[src/rtl/mips_mem_pkg.sv]
// Shared definitions for the MIPS program-memory loader: FSM states, error codes,
// end-of-program marker and the address-width helper.
package mips_mem_pkg;

  typedef enum logic [1:0] {
    ST_IDLE  = 2'd0,
    ST_CLEAR = 2'd1,
    ST_LOAD  = 2'd2,
    ST_RUN   = 2'd3
  } state_t;

  localparam logic [1:0] ERR_OK            = 2'b00;
  localparam logic [1:0] ERR_CLEAR_TIMEOUT = 2'b01;
  localparam logic [1:0] ERR_OVERFLOW      = 2'b10;

  localparam logic [31:0] HALT_WORD_DEF = 32'hFFFF_FFFF;

  // Bits needed to address 'depth' entries (ceil(log2(depth))).
  function automatic int clogb2(input int depth);
    int v;
    int r;
    v = depth - 1;
    r = 0;
    while (v > 0) begin
      r = r + 1;
      v = v >> 1;
    end
    return r;
  endfunction

endpackage

[src/rtl/ensamblador_palabra.sv]
// Byte-to-word assembler: shifts received bytes in MSB first and flags the completed word.
// Latency: o_word/o_word_vld are combinational with the final byte; state updates on that edge.
// Backpressure: none; every i_byte_vld is accepted, i_clear discards any partial word.
module ensamblador_palabra
  import mips_mem_pkg::*;
#(
  parameter int RAM_WIDTH = 32
) (
  input  logic                 i_clk,
  input  logic                 i_reset,
  input  logic                 i_clear,
  input  logic                 i_byte_vld,
  input  logic [7:0]           i_byte,
  output logic [RAM_WIDTH-1:0] o_word,
  output logic                 o_word_vld
);

  localparam int NBYTES = RAM_WIDTH / 8;
  localparam int IDX_W  = (NBYTES > 1) ? clogb2(NBYTES) : 1;
  localparam logic [IDX_W-1:0] LAST_IDX = IDX_W'(NBYTES - 1);

  logic [RAM_WIDTH-1:0] word_q, word_d;
  logic [IDX_W-1:0]     idx_q, idx_d;

  // Next word image and byte index for the byte currently presented.
  always_comb begin
    word_d = (word_q << 8) | RAM_WIDTH'(i_byte);
    idx_d  = (idx_q == LAST_IDX) ? '0 : idx_q + IDX_W'(1);
  end

  assign o_word     = word_d;
  assign o_word_vld = i_byte_vld && !i_clear && (idx_q == LAST_IDX);

  // Shift register and byte index; a clear throws away a partially built word.
  always_ff @(posedge i_clk or posedge i_reset) begin
    if (i_reset) begin
      word_q <= '0;
      idx_q  <= '0;
    end else if (i_clear) begin
      word_q <= '0;
      idx_q  <= '0;
    end else if (i_byte_vld) begin
      word_q <= word_d;
      idx_q  <= idx_d;
    end
  end

endmodule

[src/rtl/controlador_carga_programa.sv]
// Program-memory sequencer: clears the memory, loads words from the UART byte stream, then lends the port to fetch.
// Latency: memory write issued the cycle after the 4th byte; fetch path is combinational in IDLE/RUN.
// Backpressure: none; bytes are accepted at line rate, including one arriving during a write cycle.
module controlador_carga_programa
  import mips_mem_pkg::*;
#(
  parameter int                   RAM_WIDTH     = 32,
  parameter int                   RAM_DEPTH     = 2048,
  parameter logic [RAM_WIDTH-1:0] HALT_WORD     = RAM_WIDTH'(HALT_WORD_DEF),
  parameter int                   CLEAR_TIMEOUT = 4096,
  localparam int                  ADDR_W        = clogb2(RAM_DEPTH)
) (
  input  logic                 i_clk,
  input  logic                 i_reset,
  input  logic                 i_start,
  input  logic [7:0]           i_rx_data,
  input  logic                 i_rx_done,
  input  logic                 i_reset_ack,
  input  logic [ADDR_W-1:0]    i_fetch_addr,
  input  logic                 i_fetch_en,
  output logic [ADDR_W-1:0]    o_mem_addr,
  output logic [RAM_WIDTH-1:0] o_mem_data,
  output logic                 o_mem_wea,
  output logic                 o_mem_ena,
  output logic                 o_mem_regcea,
  output logic                 o_mem_rsta,
  output logic                 o_mem_soft_reset,
  output logic                 o_loading,
  output logic                 o_load_done,
  output logic [ADDR_W:0]      o_word_count,
  output logic [1:0]           o_error
);

  localparam int                CNT_W       = clogb2(CLEAR_TIMEOUT + 1);
  localparam logic [CNT_W-1:0]  TIMEOUT_CNT = CNT_W'(CLEAR_TIMEOUT);
  localparam logic [CNT_W-1:0]  MIN_CLEAR   = CNT_W'(2);
  localparam logic [ADDR_W-1:0] LAST_ADDR   = ADDR_W'(RAM_DEPTH - 1);
  localparam logic [ADDR_W:0]   MAX_COUNT   = (ADDR_W+1)'(RAM_DEPTH);

  state_t               state_q;
  logic [CNT_W-1:0]     clr_cnt_q, clr_cnt_d;
  logic [ADDR_W-1:0]    wr_addr_q;
  logic [ADDR_W:0]      word_cnt_q;
  logic [1:0]           err_q;
  logic                 soft_rst_q, wea_q, ena_q, rsta_q;
  logic [ADDR_W-1:0]    addr_q;
  logic [RAM_WIDTH-1:0] data_q;
  logic                 loading_q, load_done_q;

  logic                 asm_clear, asm_byte_vld, word_vld, mux_sel;
  logic [RAM_WIDTH-1:0] word;

  // Bytes only count while loading; a (re)start wipes any leftover partial word.
  assign asm_byte_vld = i_rx_done && (state_q == ST_LOAD);
  assign asm_clear    = i_start && ((state_q == ST_IDLE) || (state_q == ST_RUN));
  assign clr_cnt_d    = clr_cnt_q + CNT_W'(1);

  ensamblador_palabra #(
    .RAM_WIDTH (RAM_WIDTH)
  ) u_ensamblador (
    .i_clk      (i_clk),
    .i_reset    (i_reset),
    .i_clear    (asm_clear),
    .i_byte_vld (asm_byte_vld),
    .i_byte     (i_rx_data),
    .o_word     (word),
    .o_word_vld (word_vld)
  );

  // Sequencer FSM with registered memory controls and status.
  always_ff @(posedge i_clk or posedge i_reset) begin
    if (i_reset) begin
      state_q     <= ST_IDLE;
      clr_cnt_q   <= '0;
      wr_addr_q   <= '0;
      word_cnt_q  <= '0;
      err_q       <= ERR_OK;
      soft_rst_q  <= 1'b1;
      wea_q       <= 1'b0;
      ena_q       <= 1'b0;
      rsta_q      <= 1'b1;
      addr_q      <= '0;
      data_q      <= '0;
      loading_q   <= 1'b0;
      load_done_q <= 1'b0;
    end else begin
      wea_q <= 1'b0;
      ena_q <= 1'b0;
      case (state_q)
        ST_IDLE, ST_RUN: begin
          if (i_start) begin
            state_q     <= ST_CLEAR;
            clr_cnt_q   <= '0;
            wr_addr_q   <= '0;
            word_cnt_q  <= '0;
            err_q       <= ERR_OK;
            addr_q      <= '0;
            soft_rst_q  <= 1'b0;
            rsta_q      <= 1'b1;
            loading_q   <= 1'b1;
            load_done_q <= 1'b0;
          end
        end
        ST_CLEAR: begin
          clr_cnt_q <= clr_cnt_d;
          if ((clr_cnt_d >= MIN_CLEAR) && !i_reset_ack) begin
            state_q    <= ST_LOAD;
            soft_rst_q <= 1'b1;
          end else if (clr_cnt_d == TIMEOUT_CNT) begin
            state_q    <= ST_IDLE;
            err_q      <= ERR_CLEAR_TIMEOUT;
            soft_rst_q <= 1'b1;
            loading_q  <= 1'b0;
          end
        end
        ST_LOAD: begin
          if (word_vld) begin
            wea_q  <= 1'b1;
            ena_q  <= 1'b1;
            addr_q <= wr_addr_q;
            data_q <= word;
          end
          // Bookkeeping happens in the write cycle itself.
          if (wea_q) begin
            if (word_cnt_q != MAX_COUNT) word_cnt_q <= word_cnt_q + (ADDR_W+1)'(1);
            if (wr_addr_q != LAST_ADDR) wr_addr_q <= wr_addr_q + ADDR_W'(1);
            if (data_q == HALT_WORD) begin
              state_q     <= ST_RUN;
              loading_q   <= 1'b0;
              load_done_q <= 1'b1;
            end else if (wr_addr_q == LAST_ADDR) begin
              state_q     <= ST_RUN;
              err_q       <= ERR_OVERFLOW;
              loading_q   <= 1'b0;
              load_done_q <= 1'b1;
            end
          end
        end
        default: state_q <= ST_IDLE;
      endcase
    end
  end

  // Fetch owns the port in IDLE/RUN; reset forces the quiet values regardless.
  assign mux_sel = ((state_q == ST_IDLE) || (state_q == ST_RUN)) && !i_reset;

  assign o_mem_addr       = mux_sel ? i_fetch_addr : addr_q;
  assign o_mem_ena        = mux_sel ? i_fetch_en   : ena_q;
  assign o_mem_regcea     = mux_sel && i_fetch_en;
  assign o_mem_wea        = mux_sel ? 1'b0 : wea_q;
  assign o_mem_rsta       = mux_sel ? 1'b0 : rsta_q;
  assign o_mem_data       = data_q;
  assign o_mem_soft_reset = soft_rst_q;
  assign o_loading        = loading_q;
  assign o_load_done      = load_done_q;
  assign o_word_count     = word_cnt_q;
  assign o_error          = err_q;

endmodule

[config.mk]
export PLATFORM = sky130hd
export DESIGN_NAME = controlador_carga_programa
export DESIGN_NICKNAME = d
export VERILOG_FILES = /design/src/rtl/mips_mem_pkg.sv /design/src/rtl/ensamblador_palabra.sv /design/src/rtl/controlador_carga_programa.sv
export SDC_FILE = /design/constraint.sdc
export NUM_CORES = 1
export LEC_CHECK = 0
export CAP_MARGIN = 40
export CORE_AREA = 2 2 97 168
export CTS_CLUSTER_DIAMETER = 120
export DETAILED_ROUTE_END_ITERATION = 8
export DIE_AREA = 0 0 99 170
export GPL_TIMING_DRIVEN = 0
export PLACE_DENSITY = 0.66
export SLEW_MARGIN = 20
export SYNTH_ARGS = -nofsm -noshare
export SYNTH_HDL_FRONTEND = slang
export SYNTH_SLANG_ARGS = --single-unit
[constraint.sdc]
create_clock -name i_clk -period 3.5 [get_ports i_clk]
set_input_delay 0.525 -clock i_clk [delete_from_list [all_inputs] [get_ports i_clk]]
set_output_delay 0.525 -clock i_clk [all_outputs]
set_load 0.05 [all_outputs]
## After elaboration in Yosys (flattened, before gate mapping)

Cells that the tools add are included.

| word-level totals | value |
|---|---|
| register bits | 113 |
| latch bits | 0 |
| RAM bits | 0 |
| bits in read-only memories | 0 |
| bits of input ports | 25 |
| logic and storage cells | 117 |
| memories kept | 0 |

| cells by class | value |
|---|---|
| $add $sub $neg | 4 |
| multipliers | 0 |
| div/mod/pow operators | 0 |
| $lt $le $gt $ge | 1 |
| eq/ne operators | 20 |
| shift operators | 0 |
| mux-type cells | 52 |
| bitwise operators | 1 |
| reductions and logical operators | 26 |

Operator list:

| cell | count |
|---|---|
| $mux 11 | 5 |
| $mux 24 | 2 |
| $pmux 11 s2 | 2 |
| $mux 12 | 3 |
| $eq 32x32->1 const B | 1 |
| $or 32x8->32 | 1 |
| $mux 2 | 15 |
| $pmux 13 s2 | 1 |
| $pmux 12 s2 | 1 |
| $mux 1 | 17 |
| $reduce_and 4->1 | 4 |
| $add 13x1->13 const B | 1 |
| $eq 13x13->1 const B | 1 |
| $ge 13x2->1 const B | 1 |
| $mux 13 | 1 |
| $add 12x1->12 const B | 1 |
| $ne 12x12->1 const B | 1 |
| $pmux 2 s3 | 2 |
| $add 11x1->11 const B | 1 |
| $eq 11x11->1 const B | 1 |
| $ne 11x11->1 const B | 1 |
| $ne 2x2->1 const B | 5 |
| $ne 2x1->1 const B | 4 |
| $logic_and 1x1->1 | 7 |
| 16 further kinds | 25 |

## Depth between registers and ports, before layout

| depth | value |
|---|---|
| depth in word-level cells | 8 |
| depth in mapped cells | 11 |
| depth with buffers taken out | 9 |

## Modules after synthesis

A second synthesis with hierarchy kept.

| second synthesis, totals | value |
|---|---|
| cells, all modules | 503 |
| area, all modules | 5502.8 um^2 |

Modules (own cells, without submodules):

| module | instances | cells each | area an instance (um^2) | sequential area each (um^2) |
|---|---|---|---|---|
| controlador_carga_programa | 1 | 406 | 4364.2 | 2178.3 |
| ensamblador_palabra | 1 | 97 | 1138.6 | 650.6 |

## Worst setup path after synthesis

OpenSTA, ideal clock, no wires.

| timing path | value |
|---|---|
| path type | reg2out |
| start | register state_q[0] |
| end | output o_mem_ena |
| arrival time | 2148 ps |
| setup slack | 827 ps |
| stages on the path, launching flop included | 7 |
| cell sequence | dfrtp_1 > inv_1 > ha_1 > buf_2 > nor2b_1 > nor2b_1 > or2_2 |

| between the ends | value |
|---|---|
| cells in the longest elaborated chain, start to end | 4 |
| elaborated cells on any way between the ends | 5 |
| classes of those cells | 1 x eq/ne; 1 x mux; 3 x reduce/logical |

Ends and longest elaborated chain:

| element | line | source |
|---|---|---|
| start: declaration | controlador_carga_programa.sv:40 | `state_t state_q;` |
| start signal: assignment | controlador_carga_programa.sv:73 | `state_q <= ST_IDLE;` |
| start signal: assignment | controlador_carga_programa.sv:92 | `state_q <= ST_CLEAR;` |
| start signal: assignment | controlador_carga_programa.sv:107 | `state_q <= ST_LOAD;` |
| $eq 2x2->1 / $logic_not 2->1 (equally long branches) | controlador_carga_programa.sv:145 | `assign mux_sel = ((state_q == ST_IDLE) \|\| (state_q == ST_RUN)) && !i_reset;` |
| $logic_or 1x1->1 (*) | controlador_carga_programa.sv:145 |  |
| $logic_and 1x1->1 (*) | controlador_carga_programa.sv:145 |  |
| $mux 1 (*) | controlador_carga_programa.sv:148 | `assign o_mem_ena = mux_sel ? i_fetch_en : ena_q;` |
| end: declaration | controlador_carga_programa.sv:24 | `output logic o_mem_ena,` |

Mark *: on every way between the ends. The rest lies on a longest branch, timed or not.

## Worst setup path after layout

| timing path | value |
|---|---|
| start | register state_q[0] |
| end | output o_mem_addr[6] |

| between the ends | value |
|---|---|
| cells in the longest elaborated chain, start to end | 4 |
| elaborated cells on any way between the ends | 5 |
| classes of those cells | 1 x eq/ne; 1 x mux; 3 x reduce/logical |

Ends and longest elaborated chain:

| element | line | source |
|---|---|---|
| $eq 2x2->1 / $logic_not 2->1 (equally long branches) | controlador_carga_programa.sv:145 |  |
| $logic_or 1x1->1 (*) | controlador_carga_programa.sv:145 |  |
| $logic_and 1x1->1 (*) | controlador_carga_programa.sv:145 |  |
| $mux 11 (*) | controlador_carga_programa.sv:147 | `assign o_mem_addr = mux_sel ? i_fetch_addr : addr_q;` |
| end: declaration | controlador_carga_programa.sv:21 | `output logic [ADDR_W-1:0] o_mem_addr,` |

Marks and branches as above.

==> impl_metrics.csv <==
group,metric,value,unit
timing,fmax,305,MHz
yosys,synth_top_cell_area_share,52.8,%
clocking,holdBufCountCts,0,
drt,antenna_left,0,
floorplanning,io_pins,89,
drt,drt-initial-drc-count,208,
grt,grt_usage,16.4,%
power,fin_total_pwr,4.45,mW
yosys,yosysSeqAreaShare,53.3,%
clocking,clock_latency,0.42,ns
yosys,yosys_register_bits,113,
yosys,synth.net_count,525,
yosys,synthArstFlopShare,100,%
place,port_buffers,88,
yosys,synthMostInstantiatedCell,"dfrtp_1",
timing,whs,0.466,ns
yosys,yosysWarnings,0,
clocking,cts_buffers,17,
drt,routedWlPerCell,16.6,um
yosys,yosysTopAreaCell,"dfrtp_1",
grt,grt_use_met1,18.2,%
worst_setup_path,crit_required,2.97,ns
timing,fin_ws,0.217,ns
grt,grt_overflow,0,
timing,period_share,93.8,%
clocking,clockRootBuffer,"clkbuf_16",
min_path,min_path_type,"flip-flop to flip-flop",
final_layout,drive_above_1_share,15.3,%
yosys,synth_top_cells_by_count,"dfrtp_1, nand2_1, mux2_2",
run,cap_viol_max_count,0,
place,dp_slack,0.100,ns
grt,antenna_found_initial,0,
final_layout,diodes,0,
grt,busiest_layer,"met2",
drt,wirelength,13300,um
timing,hold_violations,0,
yosys,netlist_top_cells_area,"dfrtp_1, mux2_2, a22o_1",
grt,use_met3,4.15,%
timing,drv_slew,0,
clocking,post_cts_buffers,0,
timing,clock_skew,0.0124,ns
drt,vias,4238,
drt,vias_per_cell,5.30,
clocking,cts_resized,10,
grt,grt_max_degree,37,
floorplanning,die_h,170,um
yosys,synthFlopType,"dfrtp_1",
timing,fin_tns_setup,0,ns
floorplanning,rows,60,
outcome,status,"finished clean",
worst_setup_path,cp-end-kind,"primary output",
clocking,tritoncts,"yes",
floorplanning,start_util,34.5,%
timing,period_minus_slack,3.28,ns
yosys,ys_types,53,
final_layout,syn_to_final_growth,33.0,%
clocking,cts_buffer_depth,2,
final_layout,fin_util,45.9,%
place,hpwl,9770,um
grt,grt_pass1_wl,21900,um
floorplanning,die_area,0.0168,mm^2
timing,finalSetupViolCount,0,
clocking,htreeDepth,4,
timing,worst_slew_pin_slew,0.818,ns
clocking,cts_sinks,113,
power,leakagePower,3.26,nW
clocking,path_clk_slew,0.05,ns
timing,relSlewSlack,45.5,%
grt,grt_pass1_vias,4418,
power,powerDensity,630,mW/mm^2
yosys,avgSynthCellArea,10.8,um^2
worst_setup_path,cp_max_fo,10,
worst_setup_path,worstSetupPathType,"flip-flop to primary output",
yosys,synth_edf_count,0,
drt,drc_errors,0,
yosys,syn_inst,491,
floorplanning,die_width,99,um
yosys,syn_area,0.00531,mm^2
timing,rsz0062_at_grt,"false",
floorplanning,coreArea,0.0154,mm^2
grt,grtUsageMet2,29.3,%
worst_setup_path,start_kind,"flip-flop",
worst_setup_path,worstPathArrival,2.76,ns
drt,first_pass_iters,4,
place,gp_congestion,0.826,
power,max-vdd-ir-drop,0.000389,V
final_layout,nets,635,
critical path, cell delays in order (launching register included):
cell and delay [ns]:
dfrtp_1 0.37, inv_1 0.07, ha_1 0.27, buf_2 0.21, nor2b_1 0.33, clkbuf_2 0.31, mux2_2 0.36, dlygate4sd2_1 0.42
worst paths after layout:
kind	from	endpoint	slack (ns)	cells after the start
setup / recovery	state_q[0]	o_mem_addr[6]	0.22	7
hold / removal	addr_q[2]	addr_q[2]	0.47	2
setup reg to reg	state_q[0]	o_mem_data[25]	0.56	9
hold reg to reg	addr_q[2]	addr_q[2]	0.47	2
max in group asynchronous	i_reset	wr_addr_q[8]	2.21	4
min in group asynchronous	i_reset	o_mem_data[14]	0.52	2
cells by family after synthesis:
| logic type | after synthesis | share of synthesized area [%] |
|---|---|---|
| multiplexers | 49 | 10.3 |
| adder cells (fa/ha/maj) | 9 | 2.12 |
| AND/OR/NAND/NOR | 177 | 16.6 |
| XOR/XNOR | 16 | 2.64 |
| flip-flops | 113 | 53.3 |
| AO/OA/AOI/OAI | 92 | 12.2 |
| buffers and inverters | 35 | 2.83 |
flip-flops by register name (all words and copies together), names as in the netlist, 11 cells and up:
name,count
o_mem_data,32
u_ensamblador.word_q,24
clr_cnt_q,13
o_word_count,12
addr_q,11
wr_addr_q,11
power by group:
part	switching [mW]	internal, mW	leakage, nW
sequential	0.0823	1.40	1.56
clock	0.694	1.01	0.288
combinational	0.846	0.417	1.40
total	1.62	2.83	3.26
routing by layer:
| layer | share of wire, % | up-vias |
|---|---|---|
| met5 | 0 | - |
| met4 | 2.7 | 0 |
| met3 | 3.6 | 27 |
| met2 | 54 | 110 |
| met1 | 40 | 2101 |
| li1 | - | 2000 |
final cells by class:
cell class / count / area [um^2]
inverter: 12 / 48.8
sequential: 113 / 2830
clock buffer: 17 / 425
buffer: 23 / 106
multi-input combinational: 343 / 2330
tap: 186 / 233
fill: 1423 / 8330
clock inverter: 15 / 158
timing repair buffer: 91 / 930
per-stage QoR:
stage | area, um^2 | instances
after floorplan | 5310 | 491
after global placement | 6430 | 765
after detailed placement | 6490 | 768
after CTS | 7060 | 800
after global routing | 7060 | 800
final | 7060 | 800
cell usage in the layout, fill, tap and decap left out, types with 3 or more instances in the layout:
master / n
buf_12: 3
ha_1: 9
clkbuf_16: 17
and2_1: 3
a22o_1: 30
dfrtp_1: 112
clkbuf_1: 16
xor2_1: 10
inv_8: 4
nand2b_1: 3
nand2_1: 59
inv_1: 11
nor4b_1: 4
mux2i_1: 3
nand4_1: 15
xnor2_1: 6
or3_1: 5
o31ai_1: 4
a31oi_1: 5
nand3_1: 25
buf_2: 3
nor2_1: 33
nor3_1: 5
a21oi_1: 11
dlygate4sd2_1: 9
inv_6: 7
and3_1: 6
o21ai_0: 23
mux2_2: 44
nor2b_1: 7
clkdlybuf4s50_1: 79
No activity file was read; power rests on OpenSTA's default activity.
==> RTL change 1 (config.mk and constraints unchanged) <==
Put one more register stage on the output `o_word_count`, cleared by the reset. The value now appears one clock later. The other outputs are not delayed to match.
--- a/src/rtl/controlador_carga_programa.sv
+++ b/src/rtl/controlador_carga_programa.sv
@@ -155,3 +155,9 @@
   assign o_load_done      = load_done_q;
-  assign o_word_count     = word_cnt_q;
+  always_ff @(posedge i_clk or posedge i_reset) begin
+    if (i_reset) begin
+      o_word_count <= '0;
+    end else begin
+      o_word_count <= word_cnt_q;
+    end
+  end
   assign o_error          = err_q;
Check against the original RTL: not equivalent (Yosys sat finds a counterexample within 10 cycles, from zero or initial values and one cycle with i_reset high).
==> RTL change 1 against the unedited design <==
Worst hold slack lost 35 ps; setup slack worse by 16 ps; sequential cell count rose by 12; via count grew 1.1%; sequential power up 10%; clock skew is 1.4 ps lower; wire length rose by 0.56%; total power increased by 5.9%; design area rose by 5.2%; die area stayed put; highest routed layer unchanged; synthesized area is 5.8% higher; final cell count is 1.5% higher.
==> RTL change 1: results (changes against the unedited design) <==
[synthesis]
synth_compound_area_frac=0.107  ; -0.0145
synth_common_cells=dfrtp_1 (124), nand2_1 (54), mux2_2 (46)
async_flop_share=1.00  ; unchanged
synthCells=501  ; +2.0%
synth_fa_ha_area_frac=0.0200  ; -0.00116
ys_top_cells_by_area=dfrtp_1 (55%), mux2_2 (9.2%), a22o_1 (4.4%)
synth.mux.area_fraction=0.104  ; +0.000580
ys_types=52  ; -1.9%
synth_seq_area_share=0.557  ; +0.0243
synthXorXnorAreaFrac=0.0296  ; +0.00323
synth_nets=535  ; +1.9%

[setup_path]
rr_startpoint=clr_cnt_q[0]$_DFFE_PP0P_
reg2reg_setup_slack_ps=860  ; +300 ps
critPathMaxFanout=12  ; +2
cp_data_arrival_time_ps=2770  ; about the same
ff2ff_path_depth=8  ; -1
worstReg2RegEnd=state_q[1]$_DFFE_PP0P_

[placed_design]
numPortBuffers=87  ; -1.1%
place_hpwl_um=9780  ; about the same
place_ws_ps=-390  ; -490 ps
gp_congestion=0.834  ; +1.0%
placed_cells=777  ; +1.2%

[power]
leakagePower_nw=3.49  ; +7.2%
ir_worst_vdd_mv=0.416  ; +7.1%

[global_route]
grtUsageTotal=0.165  ; +0.000710
grt_max_degree=34  ; -8.1%
grt_pass1_vias=4526  ; +2.4%
grt_pass1_wl_um=22000  ; +0.28%

[detailed_routing]
num_vias=4285  ; +1.1%
first_iter_violations=229  ; +10%
dr.pass1.iters=4  ; unchanged
routed_wl_um=13400  ; +0.56%

[clock_tree]
htree_levels=4  ; unchanged
clockBufferDepth=2  ; unchanged
clock_latency_ps=410
cts.clk_slew.worst_paths_ps=60
cts_buffers=17  ; unchanged

[cells_and_area]
fill_cells=1397  ; -1.8%
largest_reg_flops=32  ; unchanged
antenna_cells=0  ; unchanged
fin_cells=812  ; +1.5%
fin_nets=647  ; +1.9%
drive_gt1_frac=0.169  ; +0.0162

[status]
run_status=complete, no violations

[min_path]
hold_class=flop to flop
hp-start=word_cnt_q[11]$_DFFE_PP0P_
holdPathStages=0  ; -2
min_to=o_word_count[11]$_DFF_PP0_

[timing]
finClkSkew_ps=11.0  ; -1.38 ps
worst_slew_pin_slew_ps=765  ; -52.9 ps

## RTL change 1: through the flow
step | hold slack, ps | area (µm²)
final | 431 | 7430
after global routing | 449 | 7430
after CTS | 434 | 7400
after detailed placement | 419 | 6790
after global placement | 406 | 6730
after floorplan | 385 | 5620
## RTL change 1: logic make-up (layout without fill, tap and decap cells)
group           Yosys count  count (layout)
compound gates           85              85
buf+inv                  37             162
flops                   125             125
mux                      52              52
fa+ha+maj                 9               9
xor+xnor                 19              19
simple gates            174             174
## RTL change 1: power breakdown
part | leakage (nW) | internal (mW) | switching (mW)
Clock | 0.302 | 1.09 | 0.735
Combinational | 1.46 | 0.431 | 0.820
Sequential | 1.73 | 1.54 | 0.0935
## RTL change 1: how the worst max path moves through the flow
stage,start,end,slack (ps),cells after the start
finish,state_q[0]$_DFFE_PP0P_,o_mem_addr[7],200,7
global route,state_q[0]$_DFFE_PP0P_,o_mem_addr[7],-10,7
floorplan,i_reset,o_mem_ena,-530,3
CTS,state_q[0]$_DFFE_PP0P_,o_mem_addr[8],40,7
detailed placement,i_reset,o_mem_ena,-390,6
global placement,i_reset,o_mem_ena,-2300,5
## RTL change 1: final cells by class
type,instances,area share
multi-input cells,339,0.316
inverters,15,0.00809
clock inverters,15,0.0259
repair buffers,93,0.127
well taps,186,0.0313
plain buffers,21,0.0116
clock buffers,17,0.0573
repair inverters,1,0.000674
flip-flops and latches,125,0.421
## RTL change 1: worst max-delay path, stage by stage, from the launching register on
cell           delay, ps
dfrtp_1              370
inv_1                 80
ha_2                 470
inv_1                110
nor2_1               250
buf_2                290
mux2_2               360
dlygate4sd2_1        430
## RTL change 1: what timing repair did
item | in CTS | in global routing
endpoints found under the setup margin | 14 | 13
gates resized for setup | 10 | 2
cloned | 1 | 0
setup buffers | 1 | 0
## RTL change 1: routing by layer
| metal | global-route usage | share of wire | wire [µm] | vias to the layer above |
|---|---|---|---|---|
| met2 | 0.307 | 0.55 | 7390 | 112 |
| met1 | 0.176 | 0.38 | 5130 | 2123 |
| li1 | - | - | - | 2028 |
| met4 | 0.0798 | 0.028 | 372 | 0 |
| met5 | 0 | 0 | 0 | - |
| met3 | 0.0283 | 0.037 | 492 | 22 |
==> RTL change 2 (same settings) <==
Made on the original files. The parameter `CLEAR_TIMEOUT` goes from 4096 to 8192.
--- a/src/rtl/controlador_carga_programa.sv
+++ b/src/rtl/controlador_carga_programa.sv
@@ -9,3 +9,3 @@
   parameter logic [RAM_WIDTH-1:0] HALT_WORD     = RAM_WIDTH'(HALT_WORD_DEF),
-  parameter int                   CLEAR_TIMEOUT = 4096,
+  parameter int                   CLEAR_TIMEOUT = 8192,
   localparam int                  ADDR_W        = clogb2(RAM_DEPTH)
Check against the original RTL: no difference found for any inputs over 10 cycles, from zero or initial values and one cycle with i_reset high; that may be too few to reach the edited logic, so the function may still have changed.
==> RTL change 2 against the unedited design <==
Total power rose by 3.6%; sequential cell count grew 1; die area stayed put; clock power down 5%; critical endpoint is now o_mem_ena; design area rose by 0.92%; setup slack worse by 29 ps; synthesized area grew 1.7%; worst hold slack better by 28 ps; critical path type unchanged; sequential share of layout area about the same; critical path depth stayed put; sequential power is 3% higher; via count rose by 1.3%; wire length up 3.8%.
==> RTL change 2: results (changes against the unedited design) <==
[global_route]
met3_usage=0.0546  ; +0.0131
met2_usage=0.315  ; +0.0220
grt_pass1_vias=4598  ; +4.1%

[setup_path]
cp_data_arrival_time_ps=2790  ; +30 ps
ff2ff_path_depth=8  ; -1
slowest_stage=clkdlybuf4s50_1

[timing]
finClkSkew_ps=13.2  ; +0.849 ps
slew_headroom=0.485  ; +0.0298

[synthesis]
synth_compound_area_frac=0.143  ; +0.0216
synth_fa_ha_area_frac=0.0209  ; -0.000349
ys_types=51  ; -3.8%
synth.mux.area_fraction=0.0783  ; -0.0249
synth_common_cells=dfrtp_1 (113), o21ai_0 (47), nand2_1 (33)
ys_top_cells_by_area=dfrtp_1 (52%), mux2_2 (6.7%), a22o_1 (4.4%)

[power]
power_frac_seq=0.331  ; -0.002
p_int_mw=2.86  ; +1.1%
combPwrFrac=0.319  ; +0.035
leakagePower_nw=3.26  ; +0.26%

[detailed_routing]
route.met3.wl_um=642  ; +33%
wl_met2_um=7540  ; +5.5%
num_vias=4291  ; +1.3%
routed_wl_um=13800  ; +3.8%
first_iter_violations=186  ; -11%

[status]
run_status=complete, no violations

[placed_design]
numPortBuffers=87  ; -1.1%
gp_congestion=0.829  ; +0.40%
placed_cells=780  ; +1.6%

[cells_and_area]
drive_gt1_frac=0.146  ; -0.00749
multi_input_area_um2=2310  ; -0.75%
multi_input_gates=336  ; -2.0%
nonClkBufAreaFrac=0.151  ; +0.00463
clk_share=0.0782  ; -0.00444

[min_path]
holdPathStages=1  ; -1

-- RTL change 2: final timing paths --
kind	from	to	slack, ps
setup reg to reg	state_q[0]$_DFFE_PP0P_	addr_q[1]$_DFFE_PP0P_	830
setup / recovery	state_q[0]$_DFFE_PP0P_	o_mem_ena	190
min in group asynchronous	i_reset	o_error[0]$_DFFE_PP0P_	650
hold / removal	u_ensamblador.word_q[17]$_DFFE_PP0P_	u_ensamblador.word_q[17]$_DFFE_PP0P_	490
hold reg to reg	u_ensamblador.word_q[17]$_DFFE_PP0P_	u_ensamblador.word_q[17]$_DFFE_PP0P_	490
max in group asynchronous	i_reset	o_mem_data[9]$_DFFE_PP0P_	2050
-- RTL change 2: timing repair --
action                     4_1_cts  5_1_grt
buffers inserted                 0        0
hold buffers                     0        0
gates resized for setup         15        4
setup endpoints to repair       12        3
